## src/rtl/cla_adder_pipe.sv

```systemverilog
// cla_adder_pipe: parametrised carry-lookahead adder/subtractor behind a valid/ready elastic pipeline.
// Define CLA_ADDER_FLAGS_EN to build the registered signed-overflow and zero flags.
module cla_adder_pipe #(
    parameter int WIDTH  = 24,
    parameter int BLOCK  = 4,
    parameter int STAGES = 2
) (
    input  logic             clk,
    input  logic             rst_n,
    input  logic             in_valid,
    output logic             in_ready,
    input  logic [WIDTH-1:0] in_a,
    input  logic [WIDTH-1:0] in_b,
    input  logic             in_cin,
    input  logic             in_sub,
    output logic             out_valid,
    input  logic             out_ready,
    output logic [WIDTH-1:0] out_sum,
    output logic             out_cout,
    output logic             out_ovf,
    output logic             out_zero
);
    localparam int NG    = (WIDTH + BLOCK - 1) / BLOCK;
    localparam int MAXLV = 8;

    // Level-1 group generate/propagate; the top group is narrower when WIDTH % BLOCK != 0.
    function automatic logic [2*NG-1:0] group_gp(input logic [WIDTH-1:0] g, input logic [WIDTH-1:0] p);
        logic [NG-1:0] gg, pp;
        for (int i = 0; i < NG; i++) begin
            gg[i] = 1'b0;
            pp[i] = 1'b1;
            for (int j = 0; j < BLOCK; j++) begin
                if (i * BLOCK + j < WIDTH) begin
                    gg[i] = g[i*BLOCK+j] | (p[i*BLOCK+j] & gg[i]);
                    pp[i] = pp[i] & p[i*BLOCK+j];
                end
            end
        end
        return {pp, gg};
    endfunction

    // Builds the upper lookahead levels, then pushes carries back down; returns {cout, group carry-ins}.
    function automatic logic [NG:0] group_carries(input logic [NG-1:0] g1, input logic [NG-1:0] p1,
                                                  input logic c0);
        logic [NG-1:0] lg [MAXLV];
        logic [NG-1:0] lp [MAXLV];
        logic [NG-1:0] lc [MAXLV];
        int            n  [MAXLV];
        int            top;
        for (int l = 0; l < MAXLV; l++) begin
            lg[l] = '0;
            lp[l] = '0;
            lc[l] = '0;
            n[l]  = 1;
        end
        lg[0] = g1;
        lp[0] = p1;
        n[0]  = NG;
        top   = 0;
        for (int l = 1; l < MAXLV; l++) begin
            n[l] = (n[l-1] + BLOCK - 1) / BLOCK;
            if (n[l-1] > 1) begin
                top = l;
                for (int i = 0; i < NG; i++) begin
                    if (i < n[l]) begin
                        lg[l][i] = 1'b0;
                        lp[l][i] = 1'b1;
                        for (int j = 0; j < BLOCK; j++) begin
                            if (i * BLOCK + j < n[l-1]) begin
                                lg[l][i] = lg[l-1][i*BLOCK+j] | (lp[l-1][i*BLOCK+j] & lg[l][i]);
                                lp[l][i] = lp[l][i] & lp[l-1][i*BLOCK+j];
                            end
                        end
                    end
                end
            end
        end
        lc[top][0] = c0;
        for (int l = MAXLV - 1; l >= 1; l--) begin
            if (l <= top) begin
                for (int i = 0; i < NG; i++) begin
                    if (i < n[l-1]) begin
                        if (i % BLOCK == 0)
                            lc[l-1][i] = lc[l][i/BLOCK];
                        else
                            lc[l-1][i] = lg[l-1][i-1] | (lp[l-1][i-1] & lc[l-1][i-1]);
                    end
                end
            end
        end
        return {lg[top][0] | (lp[top][0] & c0), lc[0]};
    endfunction

    function automatic logic [WIDTH-1:0] bit_sum(input logic [WIDTH-1:0] g, input logic [WIDTH-1:0] p,
                                                 input logic [NG-1:0] gc);
        logic             c;
        logic [WIDTH-1:0] s;
        c = 1'b0;
        for (int i = 0; i < WIDTH; i++) begin
            if (i % BLOCK == 0)
                c = gc[i/BLOCK];
            else
                c = g[i-1] | (p[i-1] & c);
            s[i] = p[i] ^ c;
        end
        return s;
    endfunction

    function automatic logic [STAGES:0] ready_chain(input logic [STAGES-1:0] v, input logic ordy);
        logic [STAGES:0] r;
        r         = '0;
        r[STAGES] = ordy;
        for (int k = STAGES - 1; k >= 0; k--)
            r[k] = ~v[k] | r[k+1];
        return r;
    endfunction

    logic [STAGES-1:0] stage_valid, up_valid, stage_load;
    logic [STAGES:0]   rdy;

    assign rdy        = ready_chain(stage_valid, out_ready);
    assign stage_load = up_valid & rdy[STAGES-1:0];
    assign in_ready   = rst_n & rdy[0];
    assign out_valid  = stage_valid[STAGES-1];

    always_comb begin
        up_valid    = '0;
        up_valid[0] = in_valid;
        for (int k = 1; k < STAGES; k++)
            up_valid[k] = stage_valid[k-1];
    end

    // A stage takes its upstream valid whenever it is ready, otherwise it holds.
    always_ff @(posedge clk or negedge rst_n) begin
        if (!rst_n)
            stage_valid <= '0;
        else
            stage_valid <= (up_valid & rdy[STAGES-1:0]) | (stage_valid & ~rdy[STAGES-1:0]);
    end

    logic [WIDTH-1:0] b_eff, p_in, g_in, sum_d;
    logic [NG-1:0]    grp_g_in, grp_p_in;
    logic             c0_in, cout_d;
`ifdef CLA_ADDER_FLAGS_EN
    logic             a_msb_d, p_msb_d;
`endif

    assign b_eff                = in_sub ? ~in_b : in_b;
    assign c0_in                = in_sub | in_cin;
    assign p_in                 = in_a ^ b_eff;
    assign g_in                 = in_a & b_eff;
    assign {grp_p_in, grp_g_in} = group_gp(g_in, p_in);

    if (STAGES == 1) begin : g_one
        logic [NG:0] gc;
        assign gc     = group_carries(grp_g_in, grp_p_in, c0_in);
        assign sum_d  = bit_sum(g_in, p_in, gc[NG-1:0]);
        assign cout_d = gc[NG];
`ifdef CLA_ADDER_FLAGS_EN
        assign a_msb_d = in_a[WIDTH-1];
        assign p_msb_d = p_in[WIDTH-1];
`endif
    end else begin : g_pipe
        logic [WIDTH-1:0] s0_p, s0_g;
        logic [NG-1:0]    s0_gg, s0_gp;
        logic             s0_c0;
        logic [NG:0]      s0_gc;

        always_ff @(posedge clk or negedge rst_n) begin
            if (!rst_n) begin
                s0_p  <= '0;
                s0_g  <= '0;
                s0_gg <= '0;
                s0_gp <= '0;
                s0_c0 <= 1'b0;
            end else if (stage_load[0]) begin
                s0_p  <= p_in;
                s0_g  <= g_in;
                s0_gg <= grp_g_in;
                s0_gp <= grp_p_in;
                s0_c0 <= c0_in;
            end
        end

        assign s0_gc = group_carries(s0_gg, s0_gp, s0_c0);
`ifdef CLA_ADDER_FLAGS_EN
        logic s0_a_msb;
        always_ff @(posedge clk or negedge rst_n) begin
            if (!rst_n)
                s0_a_msb <= 1'b0;
            else if (stage_load[0])
                s0_a_msb <= in_a[WIDTH-1];
        end
`endif

        if (STAGES == 2) begin : g_two
            assign sum_d  = bit_sum(s0_g, s0_p, s0_gc[NG-1:0]);
            assign cout_d = s0_gc[NG];
`ifdef CLA_ADDER_FLAGS_EN
            assign a_msb_d = s0_a_msb;
            assign p_msb_d = s0_p[WIDTH-1];
`endif
        end else begin : g_three
            // Resolved group carries are registered so the last stage is only the in-group ripple and XOR.
            logic [WIDTH-1:0] s1_p, s1_g;
            logic [NG:0]      s1_gc;
            always_ff @(posedge clk or negedge rst_n) begin
                if (!rst_n) begin
                    s1_p  <= '0;
                    s1_g  <= '0;
                    s1_gc <= '0;
                end else if (stage_load[1]) begin
                    s1_p  <= s0_p;
                    s1_g  <= s0_g;
                    s1_gc <= s0_gc;
                end
            end
            assign sum_d  = bit_sum(s1_g, s1_p, s1_gc[NG-1:0]);
            assign cout_d = s1_gc[NG];
`ifdef CLA_ADDER_FLAGS_EN
            logic s1_a_msb;
            always_ff @(posedge clk or negedge rst_n) begin
                if (!rst_n)
                    s1_a_msb <= 1'b0;
                else if (stage_load[1])
                    s1_a_msb <= s0_a_msb;
            end
            assign a_msb_d = s1_a_msb;
            assign p_msb_d = s1_p[WIDTH-1];
`endif
        end
    end

    logic [WIDTH-1:0] sum_q;
    logic             cout_q;

    always_ff @(posedge clk or negedge rst_n) begin
        if (!rst_n) begin
            sum_q  <= '0;
            cout_q <= 1'b0;
        end else if (stage_load[STAGES-1]) begin
            sum_q  <= sum_d;
            cout_q <= cout_d;
        end
    end

    assign out_sum  = sum_q;
    assign out_cout = cout_q;

`ifdef CLA_ADDER_FLAGS_EN
    // Operand signs agree exactly when p[MSB] is 0, so overflow is that plus a sign flip in the sum.
    logic ovf_q, zero_q;
    always_ff @(posedge clk or negedge rst_n) begin
        if (!rst_n) begin
            ovf_q  <= 1'b0;
            zero_q <= 1'b0;
        end else if (stage_load[STAGES-1]) begin
            ovf_q  <= ~p_msb_d & (sum_d[WIDTH-1] ^ a_msb_d);
            zero_q <= ~|sum_d;
        end
    end
    assign out_ovf  = ovf_q;
    assign out_zero = zero_q;
`else
    assign out_ovf  = 1'b0;
    assign out_zero = 1'b0;
`endif

endmodule

```

## config.mk

```make
export PLATFORM = sky130hd
export DESIGN_NAME = cla_adder_pipe
export DESIGN_NICKNAME = d
export VERILOG_FILES = /design/src/rtl/cla_adder_pipe.sv
export SDC_FILE = /design/constraint.sdc
export NUM_CORES = 1
export LEC_CHECK = 0
export CORE_MARGIN = 3
export CORE_UTILIZATION = 40
export DETAILED_ROUTE_END_ITERATION = 7
export GPL_TIMING_DRIVEN = 0
export HOLD_SLACK_MARGIN = 0.05
export PLACE_DENSITY_LB_ADDON = 0.1
export SYNTH_ARGS = -nofsm -noshare
export SYNTH_HDL_FRONTEND = slang
export SYNTH_SLANG_ARGS = --single-unit
```

## constraint.sdc

```tcl
create_clock -name clk -period 5.2 [get_ports clk]
set_input_delay 1.04 -clock clk [delete_from_list [all_inputs] [get_ports clk]]
set_output_delay 1.04 -clock clk [all_outputs]
set_load 0.03 [all_outputs]
```

# Yosys cells after proc, flatten, opt, wreduce, memory -nomap -nowiden

Cells that the tools add are included.

Bits of input ports: 54
Register bits: 87
Logic and storage cells: 163

Mux-type cells: 1
Bitwise operators: 154

Operator list:

| kind               | count |
|---|---|
| AND 1 bit          | 71 |
| bitwise OR 1 bit   | 50 |
| AND 24 bit         | 1 |
| two-way mux 24 bit | 1 |
| NOT 24 bit         | 1 |
| bitwise XOR 1 bit  | 24 |
| bitwise XOR 24 bit | 1 |
| AND 2 bit          | 2 |
| NOT 1 bit          | 2 |
| NOT 2 bit          | 1 |
| bitwise OR 2 bit   | 1 |

# Logic depth before layout (Yosys ltp)

Gate-level depths: netlist of run 1.

Word-level depth: 16
Depth in mapped cells: 11
Depth with buffers taken out: 11

# Worst setup path before layout of run 1

OpenSTA, ideal clock, no wires.

Kind: input -> register
Start: in in_sub
End: reg g_pipe.s0_gg[5]
Arrival time: 2.422 ns
Data required time: 5.072 ns
Setup time: 0.128 ns
Setup slack: 2.650 ns
Cell stages on the path: 8
Buffers on the path: 2
Cell sequence: clkbuf_1 -> buf_2 -> xor2_1 -> ha_1 -> a21oi_1 -> nor2_1 -> a211oi_1 -> o21ai_0

Cells in the longest elaborated chain, start to end: 8
Elaborated cells between the ends (all ways): 9
Those cells by class: mux (1); bitwise (8)

RTL lines:

| item                 | RTL line | source |
|---|---|---|
| from (decl)          | 15       | `input logic in_sub,` |
| two-way mux 24 bit   | 148      | `assign b_eff = in_sub ? ~in_b : in_b;` |
| bitwise XOR 24 bit   | 150      | `assign p_in = in_a ^ b_eff;` |
| via p_in[21]         | 141      | `logic [WIDTH-1:0] b_eff, p_in, g_in, sum_d;` |
| AND 1 bit            | 34       | `gg[i] = g[i*BLOCK+j] \| (p[i*BLOCK+j] & gg[i]);` |
| bitwise OR 1 bit     | 34       |  |
| AND 1 bit            | 34       |  |
| bitwise OR 1 bit     | 34       |  |
| AND 1 bit            | 34       |  |
| bitwise OR 1 bit     | 34       |  |
| to (signal assigned) | 179      | `s0_gg <= grp_g_in;` |
| to (decl)            | 165      | `logic [NG-1:0] s0_gg, s0_gp;` |

The timed path passes the listed nets, and every way through them passes these cells.
A chain may end at the register's enable or synchronous reset.

# Worst setup path in the final report of run 1

Start: in out_ready
End: out in_ready

Cells in the longest elaborated chain, start to end: 3

RTL lines:

| item                          | RTL line | source |
|---|---|---|
| from (decl)                   | 17       | `input logic out_ready,` |
| bitwise OR 1 bit (2 in a row) | 114      | `r[k] = ~v[k] \| r[k+1];` |
| AND 1 bit                     | 123      | `assign in_ready = rst_n & rdy[0];` |
| to (decl)                     | 11       | `output logic in_ready,` |

Every way passes these cells.

==> reports/metrics.yaml, run 1 <==
grt_start_max_net_pins: 69
synth_cell_types: 27
area_growth_pct: 30.1
cpMaxStageDelayCell: "clkdlybuf4s50_1"
cp.depth: 4
end_kind: "output port"
slowest_delay_ns: 0.66
finalHoldWorstSlack_ns: 0.484
first_pass_iters: 4
outcome: "completed"
cap_violations: 0
route.detailed.drc: 0
num_rows: 36
hold_viol: 0
io_pins: 83
routed_wirelength_um: 8570
start_util_pct: 41.8
synth_top_family_by_area: "multiplexers"
gp_congestion: 0.776
synthMuxAreaShare_pct: 16.2
worst_pin_slew_ns: 0.637
power_density_nw_per_um2: 439
worstHoldStart: "out_sum[19]"
clk_latency_ns: 0.35
ys_seq_elements: 82
grt_pass1_vias: 3038
rsz0062_at_grt: "no"
gr-usage-all-layers_pct: 16.3
r2r-end: "out_sum[23]"
synthXorXnorAreaFrac_pct: 6.32
cts_buffer_depth: 2
finalSetupViolations: 0
wl_per_cell_um: 15.1
crit_top_cell: "clkdlybuf4s50_1"
core_area_um2: 9950
drive_gt1_share_pct: 24.2
vdd_ir_drop_max_uv: 236
place_hpwl_um: 6380
h-tree-depth: 3
cp.arrival_ns: 2.44
drt_iter0_drc: 45
p_leak_nw: 2.46
path_delay_family: "buffers and inverters"
synth-compound-area-share_pct: 5.90
netlist_instances: 337
avgSynthCellArea_um2: 12.3
min_period_ns: 3.48
path_clk_slew_ns: 0.09
fin_crit_sh_pct: 66.9
final_antenna_net_count: 0
timing.rr.start: "g_pipe.s0_c0"
ys_warn_count: 0
overflow: 0
grt_first_pass_wirelength_um: 14800
final_common_cell: "dfrtp_1"
reg2reg_depth: 11
placed_cell_area_um2: 5140
cts.sinks: 82
slew-limit-headroom_pct: 57.5
synthAdderAreaFrac_pct: 12.6
synth.cell_area_um2: 4160
io_buffers: 79
final_cell_mix: "dfrtp_1, clkdlybuf4s50_1, mux2_2"
cts_tree: "built"
fill_cells: 923
min_path_type: "flip-flop to flip-flop"
die_w_um: 108
yosys.area_share.simple_pct: 7.61
cp_num_buf_inv: 2
power_mw: 2.38
fin_util_pct: 54.3
ys_seq_area_share_pct: 49.3
hold_buffers: 0
required_ns: 4.16
crit_chain: "clkdlybuf4s50_1 > nand3b_1 > and2_1 > clkdlybuf4s50_1"
chipHeight_um: 108
post_cts_buffers: 0
vias_per_cell: 4.86
antenna_found_initial: 0
cts_resized: 0
final_area_um2: 5410
worstSetupPathType: "input port to output port"
fmax_mhz: 288
startpoint_type: "input port"
critPathMaxFanout: 3
holdPathStages: 2
rrSetupSlack_ns: 2.46
drv_slew: 0
clock-skew-final_ns: 0.0102
root_buffer: "clkbuf_8"
antenna_cells: 0
vias: 2758
nets: 525
cts_made_buffers: 9
hold_end: "out_sum[19]"
dieArea_um2: 11700
[how the worst max path moves through the flow]
stage	start	slack, ns	to
after floorplan	in_sub	2.65	g_pipe.s0_gg[5]
after global placement	rst_n	-1.28	in_ready
after detailed placement	out_ready	1.73	in_ready
after CTS	out_ready	1.72	in_ready
after global routing	out_ready	1.67	in_ready
final	out_ready	1.72	in_ready
[state kept, by name, summed over array words and instances (netlist names), named ones only]
signal and count:
g_pipe.s0_c0 1, g_pipe.s0_g 18, out_sum 24, g_pipe.s0_p 24, out_cout 1, g_pipe.s0_gp 6
g_pipe.s0_gg 6
[cells by family after synthesis]
kind of cell	count (synthesis)
buf+inv	15
compound gates	40
mux	60
other cells	1
flops	82
simple gates	67
fa+ha+maj	42
xor+xnor	30
[cells in the mapped netlist (all sizes together)]
cell type | number | area, um^2
a211o | 1 | 8.76
a211oi | 7 | 57.6
a21o | 4 | 31.3
a21oi | 6 | 30.0
and2 | 1 | 6.26
buf | 13 | 70.1
clkbuf | 2 | 7.51
conb | 1 | 3.75
dfrtp | 82 | 2050
ha | 42 | 526
mux2 | 60 | 676
nand2 | 28 | 105
nand2b | 4 | 25.0
nand3b | 1 | 7.51
nand4 | 6 | 37.5
nor2 | 13 | 48.8
nor3 | 1 | 5.00
o21ai | 20 | 100
o21bai | 1 | 7.51
o311a | 1 | 10.0
or2 | 12 | 75.1
or3 | 1 | 6.26
xor2 | 30 | 263
[per-layer routing]
metal / up-vias / part of all wire, % / global-route usage [%]
li1: 1361 / - / -
met1: 1334 / 45 / 21.3
met2: 54 / 49 / 27.6
met3: 9 / 4.6 / 3.76
met4: 0 / 1.1 / 4.06
met5: - / 0 / 0
[stage by stage]
stage          setup WS (ns)  instances  TNS [ns]
2_1_floorplan           2.65        338         0
3_3_place_gp           -1.28        550     -5.30
3_5_place_dp            1.73        551         0
4_1_cts                 1.72        567         0
5_1_grt                 1.67        567         0
6_report                1.72        567         0
[power by group]
| group | total (mW) | switching, mW | leakage (nW) | internal (mW) |
|---|---|---|---|---|
| Combinational | 0.867 | 0.436 | 1.33 | 0.431 |
| Sequential | 0.909 | 0.0937 | 0.999 | 0.815 |
| Clock | 0.602 | 0.235 | 0.129 | 0.367 |
| Total | 2.38 | 0.764 | 2.46 | 1.61 |
[worst min-delay path, stage by stage (launching register included)]
cell     delay [ns]
dfrtp_1        0.35
nand2_1        0.04
o21ai_0        0.06
[final cells by class]
class | count | area, um^2 | area share, %
sequential | 82 | 2050 | 37.9
buffer | 15 | 77.6 | 1.43
clock inverter | 7 | 141 | 2.61
timing repair buffer | 80 | 816 | 15.1
tap | 133 | 166 | 3.08
clock buffer | 9 | 124 | 2.29
multi-input combinational | 241 | 2030 | 37.6
Power figures use the tool's default switching activity.
==> inputs of run 2 (changes only) <==
==> constraint.sdc (replaced) <==
create_clock -name clk -period 2.8 [get_ports clk]
set_input_delay 0.56 -clock clk [delete_from_list [all_inputs] [get_ports clk]]
set_output_delay 0.56 -clock clk [all_outputs]
set_load 0.03 [all_outputs]
==> run 2 against run 1 <==
Net effect: clock power is 84% higher; sequential power up 86%; combinational power increased by 87%; hold slack got worse by 0.42 ns; non-clock buffer count is 1 higher; register-to-register slack worse by 2.3 ns; sequential share of layout area decreased by 0.099 points; clock skew grew 0.00056 ns; total power increased by 86%; routed wire length hardly changed; die area stayed put; via count rose by 0.36%; largest cell class unchanged.
==> reports/metrics.yaml, run 2 (synthesis gave the netlist of run 1 again) <==
p_leak_nw: 2.47
min_path_type: "input port to asynchronous set/reset pin"
num_rows: 36
root_buffer: "clkbuf_8"
clock-skew-final_ns: 0.0108
slew-limit-headroom_pct: 57.5
crit_chain: "a211oi_2 > nor3_1 > a211o_1 > ha_1 > or2_2 > ha_1 > or2_2 > ha_1 > mux2_2"
cp.arrival_ns: 2.89
cp_num_buf_inv: 0
overflow: 0
chipHeight_um: 108
cts.sinks: 82
min_period_ns: 2.64
timing.rr.start: "g_pipe.s0_gg[1]"
grt_first_pass_wirelength_um: 14800
outcome: "completed"
vias_per_cell: 4.87
final_area_um2: 5430
grt_start_max_net_pins: 69
grt_pass1_vias: 3038
cap_violations: 0
gp_congestion: 0.776
worstSetupPathType: "flip-flop to flip-flop"
h-tree-depth: 3
hold_viol: 0
final.setup.tns_ns: 0
fin_crit_sh_pct: 94.4
area_growth_pct: 30.5
start_util_pct: 41.8
antenna_cells: 0
io_pins: 83
path_clk_slew_ns: 0.08
vdd_ir_drop_max_uv: 438
r2r-end: "out_sum[22]"
cts_made_buffers: 9
placed_cell_area_um2: 5140
die_w_um: 108
core_area_um2: 9950
finalSetupViolations: 0
drt_iter0_drc: 38
final_cell_mix: "dfrtp_1, clkdlybuf4s50_1, mux2_2"
io_buffers: 79
power_density_nw_per_um2: 815
hold_buffers: 0
dieArea_um2: 11700
rsz0062_at_grt: "no"
path_delay_family: "simple AND/OR/NAND/NOR gates"
drive_gt1_share_pct: 25.3
final_common_cell: "dfrtp_1"
slowest_delay_ns: 0.42
nets: 526
required_ns: 3.04
wl_per_cell_um: 15.1
cts_buffer_depth: 2
finalHoldWorstSlack_ns: 0.0634
end_kind: "flip-flop"
cpMaxStageDelayCell: "dfrtp_1"
cts_tree: "built"
vias: 2768
route.detailed.drc: 0
antenna_found_initial: 0
first_pass_iters: 4
drv_slew: 0
crit_top_cell: "ha_1"
place_hpwl_um: 6380
final_antenna_net_count: 0
gr-usage-all-layers_pct: 16.3
worst_pin_slew_ns: 0.637
fmax_mhz: 378
critPathMaxFanout: 4
routed_wirelength_um: 8570
clk_latency_ns: 0.35
rrSetupSlack_ns: 0.16
startpoint_type: "flip-flop"
fill_cells: 923
reg2reg_depth: 9
[run 2: changes by cell type in the layout (fill, tap and decap cells not counted), sizes merged]
cell,previous run,this run
buf,15,16
[run 2: timing repair]
action,CTS,global route
setup endpoints to repair,0,3
buffers inserted,0,1
endpoints found under the hold margin,0,0
resized for setup,0,5
[run 2: cell type report]
cell class                      instances  area [um^2]  share of cell area, %
Buffer                                 15         77.6                   1.43
Clock buffer                            9          124                   2.28
Clock inverter                          7          141                   2.60
Multi-Input combinational cell        241         2040                   37.6
Sequential cell                        82         2050                   37.8
Tap cell                              133          166                   3.07
Timing Repair Buffer                   81          823                   15.2
[run 2: how the worst max path moves through the flow]
stage	from	end	slack [ns]	depth (start not counted)
after CTS	g_pipe.s0_c0	out_sum[23]	0.05	11
after global placement	rst_n	in_ready	-2.72	3
after global routing	g_pipe.s0_gg[1]	out_sum[19]	0.006	11
after detailed placement	g_pipe.s0_c0	out_sum[23]	0.07	11
final	g_pipe.s0_gg[1]	out_sum[22]	0.16	9
after floorplan	g_pipe.s0_c0	out_sum[22]	0.29	9
[run 2: metal layers]
layer / GRT usage (%) / up-vias / share of wire [%]
li1: - / 1363 / -
met1: 21.3 / 1339 / 45
met2: 27.6 / 57 / 49
met3: 3.76 / 9 / 4.8
met4: 4.06 / 0 / 1.1
met5: 0 / - / 0
[run 2: worst register-to-register path, stage by stage, from the launching register on]
cell,delay (ns)
dfrtp_1,0.42
a211oi_2,0.27
nor3_1,0.08
a211o_1,0.29
ha_1,0.19
or2_2,0.29
ha_1,0.18
or2_2,0.30
ha_1,0.28
mux2_2,0.25
[run 2: power breakdown]
part | leakage [nW] | total [mW] | internal, mW | switching [mW]
combinational | 1.34 | 1.62 | 0.806 | 0.813
clock | 0.129 | 1.11 | 0.682 | 0.433
sequential | 0.998 | 1.69 | 1.51 | 0.174
total | 2.47 | 4.42 | 3.00 | 1.42
[run 2: per-stage QoR]
step                power, mW  setup WS [ns]  utilization [%]  cells
floorplan                2.67          0.289                -    338
detailed placement       3.35         0.0705             51.7    551
finish                   4.42          0.157             54.5    568
global route             4.71        0.00557             54.5    568
global placement         3.33          -2.72             51.4    550
CTS                      4.48         0.0457             54.3    567
==> inputs of run 3 (changes only) <==
--- a/config.mk
+++ b/config.mk
@@ -5,7 +5,7 @@
 export SDC_FILE = /design/constraint.sdc
 export NUM_CORES = 1
 export LEC_CHECK = 0
-export CORE_MARGIN = 3
+export CORE_MARGIN = 1
 export CORE_UTILIZATION = 40
 export DETAILED_ROUTE_END_ITERATION = 7
 export GPL_TIMING_DRIVEN = 0
==> run 3 against run 2 <==
Net effect: clock skew rose by 0.0019 ns; utilization fell by 0.46 points; sequential cell count did not move; cell area fell by 1.3%; combinational power barely moved; non-clock buffer count fell by 1; first-iteration DRC count rose by 110%; sequential share of layout area rose by 0.49 points; critical endpoint unchanged; routed wire length fell by 1.4%; clock power fell by 16%; critical path depth did not move.
==> reports/metrics.yaml, run 3 (synthesis gave the netlist of run 1 again) <==
io_buffers: 79
cts_tree: "built"
min_path_type: "input port to asynchronous set/reset pin"
power_mw: 4.23
p_clk_share_pct: 21.9
rrSetupSlack_ns: 0.18
route.detailed.drc: 0
nets: 525
multi_input_comb_area_um2: 2030
dp_cells: 551
finalSetupViolations: 0
internal_power_mw: 2.82
clk_latency_ns: 0.35
routed_wirelength_um: 8450
timing.final.ws_setup_ns: 0.178
grt_pass1_vias: 2909
place_hpwl_um: 6200
final_common_cell: "dfrtp_1"
worstSetupPathType: "flip-flop to flip-flop"
post_cts_buffers: 0
startpoint_type: "flip-flop"
final_cell_mix: "dfrtp_1, clkdlybuf4s50_1, mux2_2"
drt_iter0_drc: 80
final_area_um2: 5360
fin_util_pct: 54.1
netSwitchingPower_mw: 1.41
grt_first_pass_wirelength_um: 14200
die_w_um: 104
power_density_nw_per_um2: 789
critPathMaxFanout: 3
path_clk_slew_ns: 0.08
io_pins: 83
cap_violations: 0
dieArea_um2: 10800
cts.sinks: 82
drv_slew: 0
grt_start_max_net_pins: 58
gr-usage-all-layers_pct: 16.7
end_kind: "flip-flop"
h-tree-depth: 3
cp.arrival_ns: 2.85
outcome: "completed"
p_seq_share_pct: 40.1
p_leak_nw: 2.43
p_sw_share_pct: 33.3
required_ns: 3.03
clock-skew-final_ns: 0.0127
chipHeight_um: 104
vias: 2781
cts_buffer_depth: 2
final_cells: 567
gp_congestion: 0.759
placed_cell_area_um2: 5140
place_ws_ns: 0.104
area_growth_pct: 28.8
wl_per_cell_um: 14.9
cts_made_buffers: 9
rsz0062_at_grt: "no"
power_frac_comb_pct: 38.0
worst_pin_slew_ns: 0.627
drive_gt1_share_pct: 23.7
slew-limit-headroom_pct: 58.2
start_util_pct: 42.0
first_pass_iters: 4
antenna_found_initial: 0
root_buffer: "clkbuf_8"
fin_crit_sh_pct: 93.7
hold_viol: 0
num_rows: 36
overflow: 0
antenna_cells: 0
fill_cells: 913
seq_area_um2: 2050
core_area_um2: 9910
final_antenna_net_count: 0
fmax_mhz: 381
vias_per_cell: 4.90
min_period_ns: 2.62
vdd_ir_drop_max_uv: 526
run 3: power groups by stage:
stage               clock, mW  sequential, mW  combinational, mW
floorplan                   0            2.04              0.633
finish                  0.927            1.69               1.61
detailed placement          0            1.72               1.63
global route            0.991            1.74               1.75
global placement            0            1.71               1.61
CTS                     0.949            1.70               1.64
run 3: worst paths after layout:
path	startpoint	endpoint	cells past startpoint
max	g_pipe.s0_gp[0]	out_sum[22]	9
min	rst_n	out_sum[20]	1
max reg2reg	g_pipe.s0_gp[0]	out_sum[22]	9
min reg2reg	g_pipe.s0_gp[2]	g_pipe.s0_gp[2]	2
max in group asynchronous	rst_n	g_pipe.s0_gg[1]	2
min in group clk	g_pipe.s0_gp[2]	g_pipe.s0_gp[2]	2
run 3: final cells by class:
cell class / count / share of cell area (%)
Sequential cell: 82 / 38.3
Multi-Input combinational cell: 241 / 37.9
Timing Repair Buffer: 80 / 15.2
Tap cell: 133 / 3.11
Clock buffer: 12 / 2.52
Buffer: 15 / 1.45
Clock inverter: 4 / 1.42
run 3: metal layers:
metal	GRT usage, %	routed length [um]	vias up
li1	-	-	1367
met4	6.73	148	0
met1	21.8	4030	1335
met3	3.01	330	15
met2	27.6	3940	64
met5	0	0	-
run 3: stage by stage:
step | hold WS, ns | TNS (ns)
global route | 0.148 | 0
CTS | 0.129 | 0
floorplan | 0.264 | 0
detailed placement | 0.473 | 0
finish | 0.124 | 0
global placement | 0.462 | -161.76
run 3: worst max-delay path: stages, from the launching register on:
cell and delay [ns]:
dfrtp_1 0.41, a211oi_2 0.26, nor3_1 0.07, a211o_1 0.28, ha_1 0.19, or2_2 0.29
ha_1 0.18, or2_2 0.30, ha_1 0.28, mux2_2 0.25
run 3: what timing repair did:
| action | in CTS | in global routing |
|---|---|---|
| hold buffers | 0 | 0 |
| resized for setup | 0 | 2 |
| endpoints found under the setup margin | 0 | 2 |
